`src/rtl/rom_boot_copier.sv`:
```
`default_nettype none
// ============================================================================
// Module   : rom_boot_copier
// Brief    : Copies boot ROM words 0..WORDS-1 to DEST_BASE+4*i over a Wishbone
//            classic master and holds the CPU in reset until a copy succeeds.
//            Optional running checksum output when ROM_COPY_CSUM_EN is defined.
// Revision : 1.0 - initial release
// ============================================================================
module rom_boot_copier #(
    parameter int          aw        = 5,
    parameter int          WORDS     = 2**aw,
    parameter logic [31:0] DEST_BASE = 32'h0000_0000
) (
    input  logic          wb_clk_i,
    input  logic          wb_rst_ni,
    input  logic          start_i,
    output logic          rom_en_o,
    output logic [aw-1:0] rom_adr_o,
    input  logic [31:0]   rom_dat_i,
    output logic [31:0]   wbm_adr_o,
    output logic [31:0]   wbm_dat_o,
    output logic [3:0]    wbm_sel_o,
    output logic          wbm_we_o,
    output logic          wbm_cyc_o,
    output logic          wbm_stb_o,
    input  logic          wbm_ack_i,
    input  logic          wbm_err_i,
    output logic          busy_o,
    output logic          done_o,
    output logic          err_o,
    output logic          cpu_rst_o
`ifdef ROM_COPY_CSUM_EN
    ,
    output logic [31:0]   csum_o
`endif
);

    typedef enum logic [2:0] {
        S_IDLE = 3'd0,
        S_RD   = 3'd1,
        S_CAP  = 3'd2,
        S_WR   = 3'd3,
        S_DONE = 3'd4,
        S_ERR  = 3'd5
    } state_t;

    // One extra index bit so WORDS == 2**aw never wraps the counter.
    localparam logic [aw:0] c_LAST = (aw+1)'(WORDS - 1);

    state_t        r_state;
    state_t        w_next;
    logic [aw:0]   r_idx;
    logic [31:0]   r_adr;
    logic [31:0]   r_dat;
    logic          r_busy;
    logic          r_done;
    logic          r_err;
    logic          r_cpu_rst;
    logic          w_last;
    logic [31:0]   w_adr;

    assign w_last = (r_idx == c_LAST);
    assign w_adr  = DEST_BASE + 32'({r_idx, 2'b00});

    always_ff @(posedge wb_clk_i or negedge wb_rst_ni) begin
        if (!wb_rst_ni) r_state <= S_IDLE;
        else            r_state <= w_next;
    end

    always_comb begin
        w_next = r_state;
        case (r_state)
            S_IDLE: if (start_i) w_next = S_RD;
            S_RD:   w_next = S_CAP;
            S_CAP:  w_next = S_WR;
            S_WR: begin
                if (wbm_err_i)      w_next = S_ERR;
                else if (wbm_ack_i) w_next = w_last ? S_DONE : S_RD;
            end
            S_DONE: w_next = S_IDLE;
            S_ERR:  w_next = S_IDLE;
            default: w_next = S_IDLE;
        endcase
    end

`ifdef ROM_COPY_CSUM_EN
    logic [31:0] r_csum;

    always_ff @(posedge wb_clk_i or negedge wb_rst_ni) begin
        if (!wb_rst_ni) begin
            r_csum <= 32'd0;
        end else if (r_state == S_IDLE && start_i) begin
            r_csum <= 32'd0;
        end else if (r_state == S_WR && wbm_ack_i && !wbm_err_i) begin
            r_csum <= r_csum + r_dat;
        end
    end

    assign csum_o = r_csum;
`endif

    always_ff @(posedge wb_clk_i or negedge wb_rst_ni) begin
        if (!wb_rst_ni) begin
            r_idx     <= '0;
            r_adr     <= 32'd0;
            r_dat     <= 32'd0;
            r_busy    <= 1'b0;
            r_done    <= 1'b0;
            r_err     <= 1'b0;
            r_cpu_rst <= 1'b1;
        end else begin
            case (r_state)
                S_IDLE: begin
                    if (start_i) begin
                        r_idx  <= '0;
                        r_busy <= 1'b1;
                        r_done <= 1'b0;
                        r_err  <= 1'b0;
                    end
                end
                S_CAP: begin
                    r_dat <= rom_dat_i;
                    r_adr <= w_adr;
                end
                S_WR: begin
                    // An error beats a simultaneous ack: the word is not counted.
                    if (wbm_err_i) begin
                        r_busy <= 1'b0;
                        r_err  <= 1'b1;
                    end else if (wbm_ack_i) begin
                        if (w_last) begin
                            r_busy    <= 1'b0;
                            r_done    <= 1'b1;
                            r_cpu_rst <= 1'b0;
                        end else begin
                            r_idx <= r_idx + 1'b1;
                        end
                    end
                end
                default: ;
            endcase
        end
    end

    assign rom_en_o  = (r_state == S_RD);
    assign rom_adr_o = r_idx[aw-1:0];
    assign wbm_adr_o = r_adr;
    assign wbm_dat_o = r_dat;
    assign wbm_cyc_o = (r_state == S_WR);
    assign wbm_stb_o = (r_state == S_WR);
    assign wbm_we_o  = (r_state == S_WR);
    assign wbm_sel_o = (r_state == S_WR) ? 4'hF : 4'h0;
    assign busy_o    = r_busy;
    assign done_o    = r_done;
    assign err_o     = r_err;
    assign cpu_rst_o = r_cpu_rst;

endmodule
`default_nettype wire

```
`config.mk`:
```
export PLATFORM = sky130hd
export DESIGN_NAME = rom_boot_copier
export DESIGN_NICKNAME = d
export VERILOG_FILES = /design/src/rtl/rom_boot_copier.sv
export SDC_FILE = /design/constraint.sdc
export NUM_CORES = 1
export LEC_CHECK = 0
export BUFFER_PORTS_ARGS = -buffer_cell sky130_fd_sc_hd__buf_2
export CELL_PAD_IN_SITES_DETAIL_PLACEMENT = 0
export CELL_PAD_IN_SITES_GLOBAL_PLACEMENT = 1
export CORE_MARGIN = 8
export CORE_UTILIZATION = 37
export CTS_BUF_LIST = sky130_fd_sc_hd__clkbuf_4 sky130_fd_sc_hd__clkbuf_8
export CTS_CLUSTER_SIZE = 40
export DETAILED_ROUTE_END_ITERATION = 16
export PLACE_DENSITY = 0.88
export SYNTH_ARGS = -nofsm -noshare
export SYNTH_HDL_FRONTEND = slang
export SYNTH_SLANG_ARGS = --single-unit
```
`constraint.sdc`:
```
create_clock -name wb_clk_i -period 1.9 [get_ports wb_clk_i]
set_input_delay 0.38 -clock wb_clk_i [delete_from_list [all_inputs] [get_ports wb_clk_i]]
set_output_delay 0.38 -clock wb_clk_i [all_outputs]
set_load 0.05 [all_outputs]
```
==> results of run 1 <==
critical path, cell delays in order (launching register included):
cell and delay (ns):
sky130_fd_sc_hd__dfrtp_1 0.47, sky130_fd_sc_hd__nand3b_4 0.25, sky130_fd_sc_hd__inv_1 0.17, sky130_fd_sc_hd__buf_2 0.29
area by class of cell:
type	count	area share
clock buffers	7	0.03226
repair buffers	95	0.1709
well taps	80	0.03351
flip-flops and latches	51	0.4282
multi-input cells	114	0.3251
inverters	6	0.007541
clock inverters	1	0.002514
state kept, by name, summed over array words and instances (netlist names):
| signal | cells |
|---|---|
| done_o | 1 |
| r_idx | 6 |
| wbm_dat_o | 32 |
| busy_o | 1 |
| err_o | 1 |
| wbm_adr_o | 6 |
| r_state | 3 |
| cpu_rst_o | 1 |
routing by layer:
layer	track usage	wire length, um
met3	0.05050	541
met2	0.1826	2507
met1	0.1233	2233
met5	0	0
met4	0.03188	34
cells in the mapped netlist (2+ instances only):
master	instances
sky130_fd_sc_hd__a21oi_1	6
sky130_fd_sc_hd__a31oi_1	2
sky130_fd_sc_hd__and3_1	2
sky130_fd_sc_hd__and4b_1	3
sky130_fd_sc_hd__buf_2	3
sky130_fd_sc_hd__buf_4	38
sky130_fd_sc_hd__buf_6	3
sky130_fd_sc_hd__dfrtp_1	50
sky130_fd_sc_hd__inv_1	5
sky130_fd_sc_hd__mux2_2	19
sky130_fd_sc_hd__mux2_4	20
sky130_fd_sc_hd__nand2_1	2
sky130_fd_sc_hd__nand3_1	3
sky130_fd_sc_hd__nand4_1	2
sky130_fd_sc_hd__nand4b_1	2
sky130_fd_sc_hd__nor2_1	4
sky130_fd_sc_hd__nor2b_1	2
sky130_fd_sc_hd__nor3_1	3
sky130_fd_sc_hd__o21ai_0	6
metrics by stage:
stage | area, um2 | std cells | util | hold WS (ns) | setup WS (ns)
2_1_floorplan | 2608 | 216 | - | 0.08441 | 0.1680
4_1_cts | 2987 | 354 | 0.4470 | 0.02212 | 0.01970
6_report | 2987 | 354 | 0.4470 | 0.01794 | 0.04972
3_5_place_dp | 2882 | 346 | 0.4313 | 0.3632 | 0.2638
5_1_grt | 2987 | 354 | 0.4470 | 0.04194 | -0.02192
3_3_place_gp | 2882 | 346 | 0.4313 | 0.3567 | 0.3053
cell usage in the layout, fill, tap and decap left out, types with 2 or more instances in the layout:
cell type	count
sky130_fd_sc_hd__a21oi_1	6
sky130_fd_sc_hd__a31oi_1	2
sky130_fd_sc_hd__and4b_1	3
sky130_fd_sc_hd__buf_12	2
sky130_fd_sc_hd__buf_2	91
sky130_fd_sc_hd__buf_4	2
sky130_fd_sc_hd__clkbuf_8	7
sky130_fd_sc_hd__conb_1	26
sky130_fd_sc_hd__dfrtp_1	49
sky130_fd_sc_hd__inv_1	5
sky130_fd_sc_hd__mux2_2	19
sky130_fd_sc_hd__mux2_4	20
sky130_fd_sc_hd__nand2_1	2
sky130_fd_sc_hd__nand3_1	3
sky130_fd_sc_hd__nand4_1	2
sky130_fd_sc_hd__nand4b_1	2
sky130_fd_sc_hd__nor2_1	4
sky130_fd_sc_hd__nor2b_1	2
sky130_fd_sc_hd__nor3_1	2
sky130_fd_sc_hd__o21ai_0	6
how the worst max path moves through the flow:
| stage | from | to | slack (ns) |
|---|---|---|---|
| after floorplan | r_state[2] | wbm_sel_o[0] | 0.17 |
| after global placement | r_state[0] | wbm_dat_o[28] | 0.31 |
| after detailed placement | r_state[0] | wbm_dat_o[1] | 0.26 |
| after CTS | r_state[2] | wbm_sel_o[0] | 0.02 |
| after global routing | r_state[2] | wbm_sel_o[3] | -0.02 |
| final | r_state[2] | wbm_sel_o[1] | 0.05 |
logic make-up after synthesis:
logic type	Yosys count	synth area share
flops	51	0.5092
mux	39	0.2050
other cells	1	0.001495
buf+inv	51	0.1436
compound gates	22	0.06135
simple gates	26	0.07431
fa+ha+maj	1	0.004987
==> reports/summary.md, run 1 <==
The run finished with clean final reports. For the post-cts gate resize count, the log shows 1. In the final design database the tool counted 311 nets. The endpoint identified for the worst register-to-register timing path is wbm_dat_o[1]. The post-synthesis to final-layout area growth was 19.05%; the maximum buffer depth of the clock tree was 2. The core region is 0.006681 mm2.

The fraction of layout instances using a drive strength above 1 was 0.5511. The achievable clock frequency is 540.5 MHz. Setup repair after global routing could not meet its margin everywhere.

Of all cell types, the one taking the most synthesized area is sky130_fd_sc_hd__dfrtp_1. The routed wirelength normalized by instance count was 15.02 um; the number of antenna violations at the first check in global routing was 0. The logs give 1.52 ns for the data required time at the worst endpoint and 5 for the number of buffers created by CTS.

The horizontal die dimension is 98.34 um. The number of clock sinks seen by CTS is 51. First-pass detailed-route iteration total: 4. In this run the number of H-tree levels came out at 2. The count of buffers added on input and output ports is 91.

The post-synthesis instance total came out at 191. The yosys synthesis warning count is 0, and the final critical-path required period is 1.850 ns. In the post-synthesis netlist, the biggest area contributors are sky130_fd_sc_hd__dfrtp_1 (50%), sky130_fd_sc_hd__mux2_4 (12%), sky130_fd_sc_hd__buf_4 (11%), sky130_fd_sc_hd__mux2_2 (8.5%), sky130_fd_sc_hd__buf_6 (1.3%). After clock tree synthesis, the flow added hold-fix buffers numbering 0. The number of setup buffers added after CTS is 0. In this run, synthesis inferred 0 flip-flops with an integrated enable. The tools report the number of hold-slack violations in the final timing report as 0. The number of different library cells used by synthesis comes to 35. The logs give 0.002509 mm2 for the area of the mapped netlist and 970.9 um2 for the area occupied by multi-input gates. Share of flip-flops with an asynchronous set or reset after synthesis: 1.000. The register-to-register setup slack is 0.26 ns, and the path depth of the worst reg2reg path is 4. The tool flagged a number of max-cap violations equal to 0. Die outline area: 0.009671 mm2. Row generation in the floorplan step produced 30 rows. The sequential element share of the synthesized area was 0.5092. 118 I/O pins were placed.

For this block, the initial DRC count from the detailed router was 87. The post-synthesis sequential element count works out to 51. The initial cell density of the core is 0.3755. The run gives 39 as the maximum number of pins on one net before global-route repair.

After clock tree synthesis, the clock-pin slew on the worst setup and hold paths is 0.09 ns. TritonCTS built the clock tree. The run gives 5317 um as the overall routed net length. Type of the most critical hold path: primary input to asynchronous set/reset pin.

Across all layers, the routed design uses 1630 vias. The setup violation total in the final timing report is 0, and the via count of the first global-routing pass is 1785. The kind of critical path was flip-flop to output pin. The logs give 0 for the number of pins with negative max-slew slack in the final report and 0 for the post-route antenna net violation count. The top cell type's share of synthesized area is 0.4988, and the mean number of vias per cell is 4.605. The global-route wire length before repair is 8700 um. Startpoint of the lowest-slack register-to-register path: r_state[0].

In the final layout, flip-flops and latches occupy 0.001279 mm2. Data arrives at the worst endpoint at 1.47 ns. The run gives 0 as the remaining design rule violation count.

The wire-length estimate of the detail-placed layout is 4106 um. Main flop type after synthesis: sky130_fd_sc_hd__dfrtp_1. The endpoint class of the critical path is an output pin. The repair_antennas step left the layout with diodes totalling 0.

Along the worst path, the maximum fanout reaches 8. For the total global-route track usage, the log shows 0.1100. The vertical die dimension works out to 98.34 um.

The root buffer cell was sky130_fd_sc_hd__clkbuf_8. At the end of routability-driven placement, the weighted congestion stood at 0.7997. Across the routed clock network, the largest skew measured is 0.008073 ns. Setup total negative slack on the finished layout was measured at 0 ns. The post-synthesis average cell area came out at 13.13 um2.

The type of element launching the critical path is a flip-flop. Clock latency on the worst-skew pair, taken at its later pin, is 0.30 ns. The final clock period utilization by the worst path was 0.9738; the sum of overflow across all layers after global routing was 0. Filler cell count: 667.
Power of run 1 is left out: the tool's default activity adds up to more than one toggle a clock period on the data nets, which glitch-free logic cannot reach.
==> run 2: changes to the inputs <==
--- a/config.mk
+++ b/config.mk
@@ -9,11 +9,11 @@
 export CELL_PAD_IN_SITES_DETAIL_PLACEMENT = 0
 export CELL_PAD_IN_SITES_GLOBAL_PLACEMENT = 1
 export CORE_MARGIN = 8
-export CORE_UTILIZATION = 37
+export CORE_UTILIZATION = 39
 export CTS_BUF_LIST = sky130_fd_sc_hd__clkbuf_4 sky130_fd_sc_hd__clkbuf_8
 export CTS_CLUSTER_SIZE = 40
 export DETAILED_ROUTE_END_ITERATION = 16
-export PLACE_DENSITY = 0.88
+export PLACE_DENSITY_LB_ADDON = 0.1
 export SYNTH_ARGS = -nofsm -noshare
 export SYNTH_HDL_FRONTEND = slang
 export SYNTH_SLANG_ARGS = --single-unit
==> constraint.sdc (replaced) <==
create_clock -name wb_clk_i -period 2.3 [get_ports wb_clk_i]
set_input_delay 0.46 -clock wb_clk_i [delete_from_list [all_inputs] [get_ports wb_clk_i]]
set_output_delay 0.46 -clock wb_clk_i [all_outputs]
set_load 0.05 [all_outputs]
==> run 2 against run 1 <==
- critical path depth did not move
- first-iteration DRC count fell by 57%
- global-route usage rose by 1.1 points
- critical path type unchanged
- wire length rose by 4.3%
- sequential cell count did not move
- die area fell by 4.3%
- worst setup slack improved by 0.32 ns
- register-to-register slack improved by 0.42 ns
- sequential share of layout area rose by 0.12 points
==> reports/summary.md, run 2 (same netlist as run 1, synthesis figures left out) <==
The run finished with clean final reports. The vertical die dimension is 96.20 um (-2.2%). The critical path is of the flip-flop to output pin type. The post-route antenna net violation count came out at 0 (unchanged). For the first-pass detailed-route iteration total, the log shows 4 (unchanged). The run gives 0 (unchanged) as the count of inserted antenna diode cells. The I/O pin count was 118 (unchanged). The setup violation total in the final timing report is 0 (unchanged). The logs give 0.008768 ns (+0.0006947 ns) for the worst setup skew after layout and 0.6820 ns (+0.4182 ns) for the post-placement worst setup slack.

STA classifies the critical path startpoint as a flip-flop. The tools report the maximum buffer depth of the clock tree as 2 (unchanged). Slew at the pin closest to its max-slew limit: 0.5566 ns.

The register area was 0.001277 mm2 (about the same); the weighted congestion reported at the end of routability-driven placement was 0.7816 (-2.3%). The post-synthesis to final-layout area growth came out at 18.60%. The top fanout value on the critical path is 9 (+1).

The logs give 51 (unchanged) for the number of clock sinks seen by CTS and 309 (-0.64%) for the count of nets after finishing. Setup TNS after final layout: 0 ns (unchanged). The number of rows created at floorplan is 29 (-3.3%). The run gives 595 (-11%) as the filler cell count. TritonCTS built the clock tree. Setup repair after global routing left no endpoint under its margin. The tools report the post-cts gate resize count as 0 (-1). The logs give 0.006277 mm2 (-6.0%) for the area of the core and 0.3996 (+0.02417) for the initial cell density of the core. The DRC marker count from the first detailed-route iteration was 37 (-57%). The remaining design rule violation count was 0 (unchanged); the via count of the first global-routing pass was 1700 (-4.8%). The endpoint class of the critical path is an output pin.

The logs give 0.30 ns (about the same) for the clock latency reported for the late side of the worst-skew pair and 2 (unchanged) for the CTS H-tree depth. Mean number of vias per cell: 4.596 (-0.19%). The min-delay analysis places its worst path in the category primary input to asynchronous set/reset pin.

Overall routed net length: 5546 um (+4.3%). The number of buffers created by CTS was 5 (unchanged). The global-route wire length before repair was 8618 um (-0.94%); the number of port buffers was 91 (unchanged).

Based on the critical path, the design can be clocked at up to 517.3 MHz. The tools report the max-slew headroom at the worst pin as 0.6289. Leaving out fill and tap cells, the most frequent cell in the layout is sky130_fd_sc_hd__buf_2.

The data required time at the worst endpoint was 1.84 ns (+0.32 ns); the final critical-path required period was 1.933 ns. The final setup slack of the worst path is 0.3667 ns (+0.3170 ns), and the routed wirelength normalized by instance count is 15.89 um (+5.8%). The logs give 4320 um (+5.2%) for the HPWL after detailed placement and 0 (unchanged) for the max-capacitance violation count. The sum of overflow across all layers after global routing came out at 0 (unchanged). The logs give 0 (unchanged) for the number of buffers inserted for hold repair after clock tree synthesis and 0.1329 ns (+0.1150 ns) for the worst slack on hold paths.

The flip-flop count of the largest register after layout is 32 (unchanged). The number of pins with negative max-slew slack in the final report was 0 (unchanged). The number of standard cells in the layout, taps in and fillers out came out at 349 (-1.4%).

The run gives 0.009254 mm2 (-4.3%) as the die outline area. Leaving out fill and tap cells, the most frequent cells in the layout are sky130_fd_sc_hd__buf_2 (91), sky130_fd_sc_hd__dfrtp_1 (50), sky130_fd_sc_hd__conb_1 (26), sky130_fd_sc_hd__mux2_4 (20), sky130_fd_sc_hd__mux2_2 (19). The root buffer cell chosen for the clock tree is sky130_fd_sc_hd__clkbuf_8. The signal arrival time at the worst endpoint was 1.47 ns (about the same).

The area occupied by multi-input gates came out at 965.9 um2 (-0.52%). The maximum number of pins on one net before global-route repair is 39 (unchanged), and the number of hold-slack violations in the final timing report is 0 (unchanged). The final clock period utilization by the worst path came out at 0.8406. The fraction of layout instances using a drive strength above 1 is 0.5404 (-0.01065), and the total global-route track usage is 0.1207 (+0.01070). Total via count in the routed design: 1604 (-1.6%). The run gives 0 (unchanged) as the number of antenna violations at the first check in global routing. The horizontal die dimension is 96.20 um (-2.2%), and the cell count after placement is 341 (-1.4%). Clock input transition at the sequential cells of the worst setup and hold paths: 0.10 ns (about the same). The number of buffers inserted by post-CTS setup repair is 0 (unchanged).
## run 2: cell count changes in the layout (fill, tap and decap cells not counted), sizes merged
cell	before	now
clkbuf	7	6
buf	95	93
clkinv	0	1
clkinvlp	1	0
bufinv	0	1
## run 2: area by class of cell
cell class                 instances  share of cell area
clock buffer                       6             0.02775
clock inverter                     2             0.01177
inverter                           6            0.007569
multi-input combinational        114              0.3246
sequential                        51              0.4294
tap                               77             0.03238
timing repair buffer              93              0.1665
## run 2: layer usage
metal  vias up  part of all wire  global-route usage
met5         -                 0                   0
met2        65              0.48              0.1969
met4         0            0.0079             0.03841
met3         5              0.10             0.03744
li1        760                 -                   -
met1       774              0.41              0.1484
## run 2: final timing paths
| check | start | to | slack, ns | cells after the start |
|---|---|---|---|---|
| min in group wb_clk_i | rom_dat_i[6] | wbm_dat_o[6] | 0.38 | 2 |
| worst min-delay path | wb_rst_ni | wbm_dat_o[4] | 0.13 | 1 |
| worst min register to register | cpu_rst_o | cpu_rst_o | 0.49 | 1 |
| max in group asynchronous | wb_rst_ni | wbm_dat_o[30] | 1.62 | 2 |
| worst max-delay path | r_state[1] | wbm_sel_o[2] | 0.37 | 3 |
| worst max register to register | r_state[0] | wbm_dat_o[27] | 0.68 | 4 |
## run 2: per-stage QoR
step	instance area, um2	util
2_1_floorplan	2603	-
3_3_place_gp	2858	0.4553
3_5_place_dp	2858	0.4553
4_1_cts	2975	0.4740
5_1_grt	2975	0.4740
6_report	2975	0.4740
## run 2: worst max-delay path: stages, from the launching register on
cell and delay (ns):
sky130_fd_sc_hd__dfrtp_1 0.54, sky130_fd_sc_hd__nand3b_4 0.18, sky130_fd_sc_hd__inv_1 0.17, sky130_fd_sc_hd__buf_2 0.29
Power of run 2 is left out for the same reason.
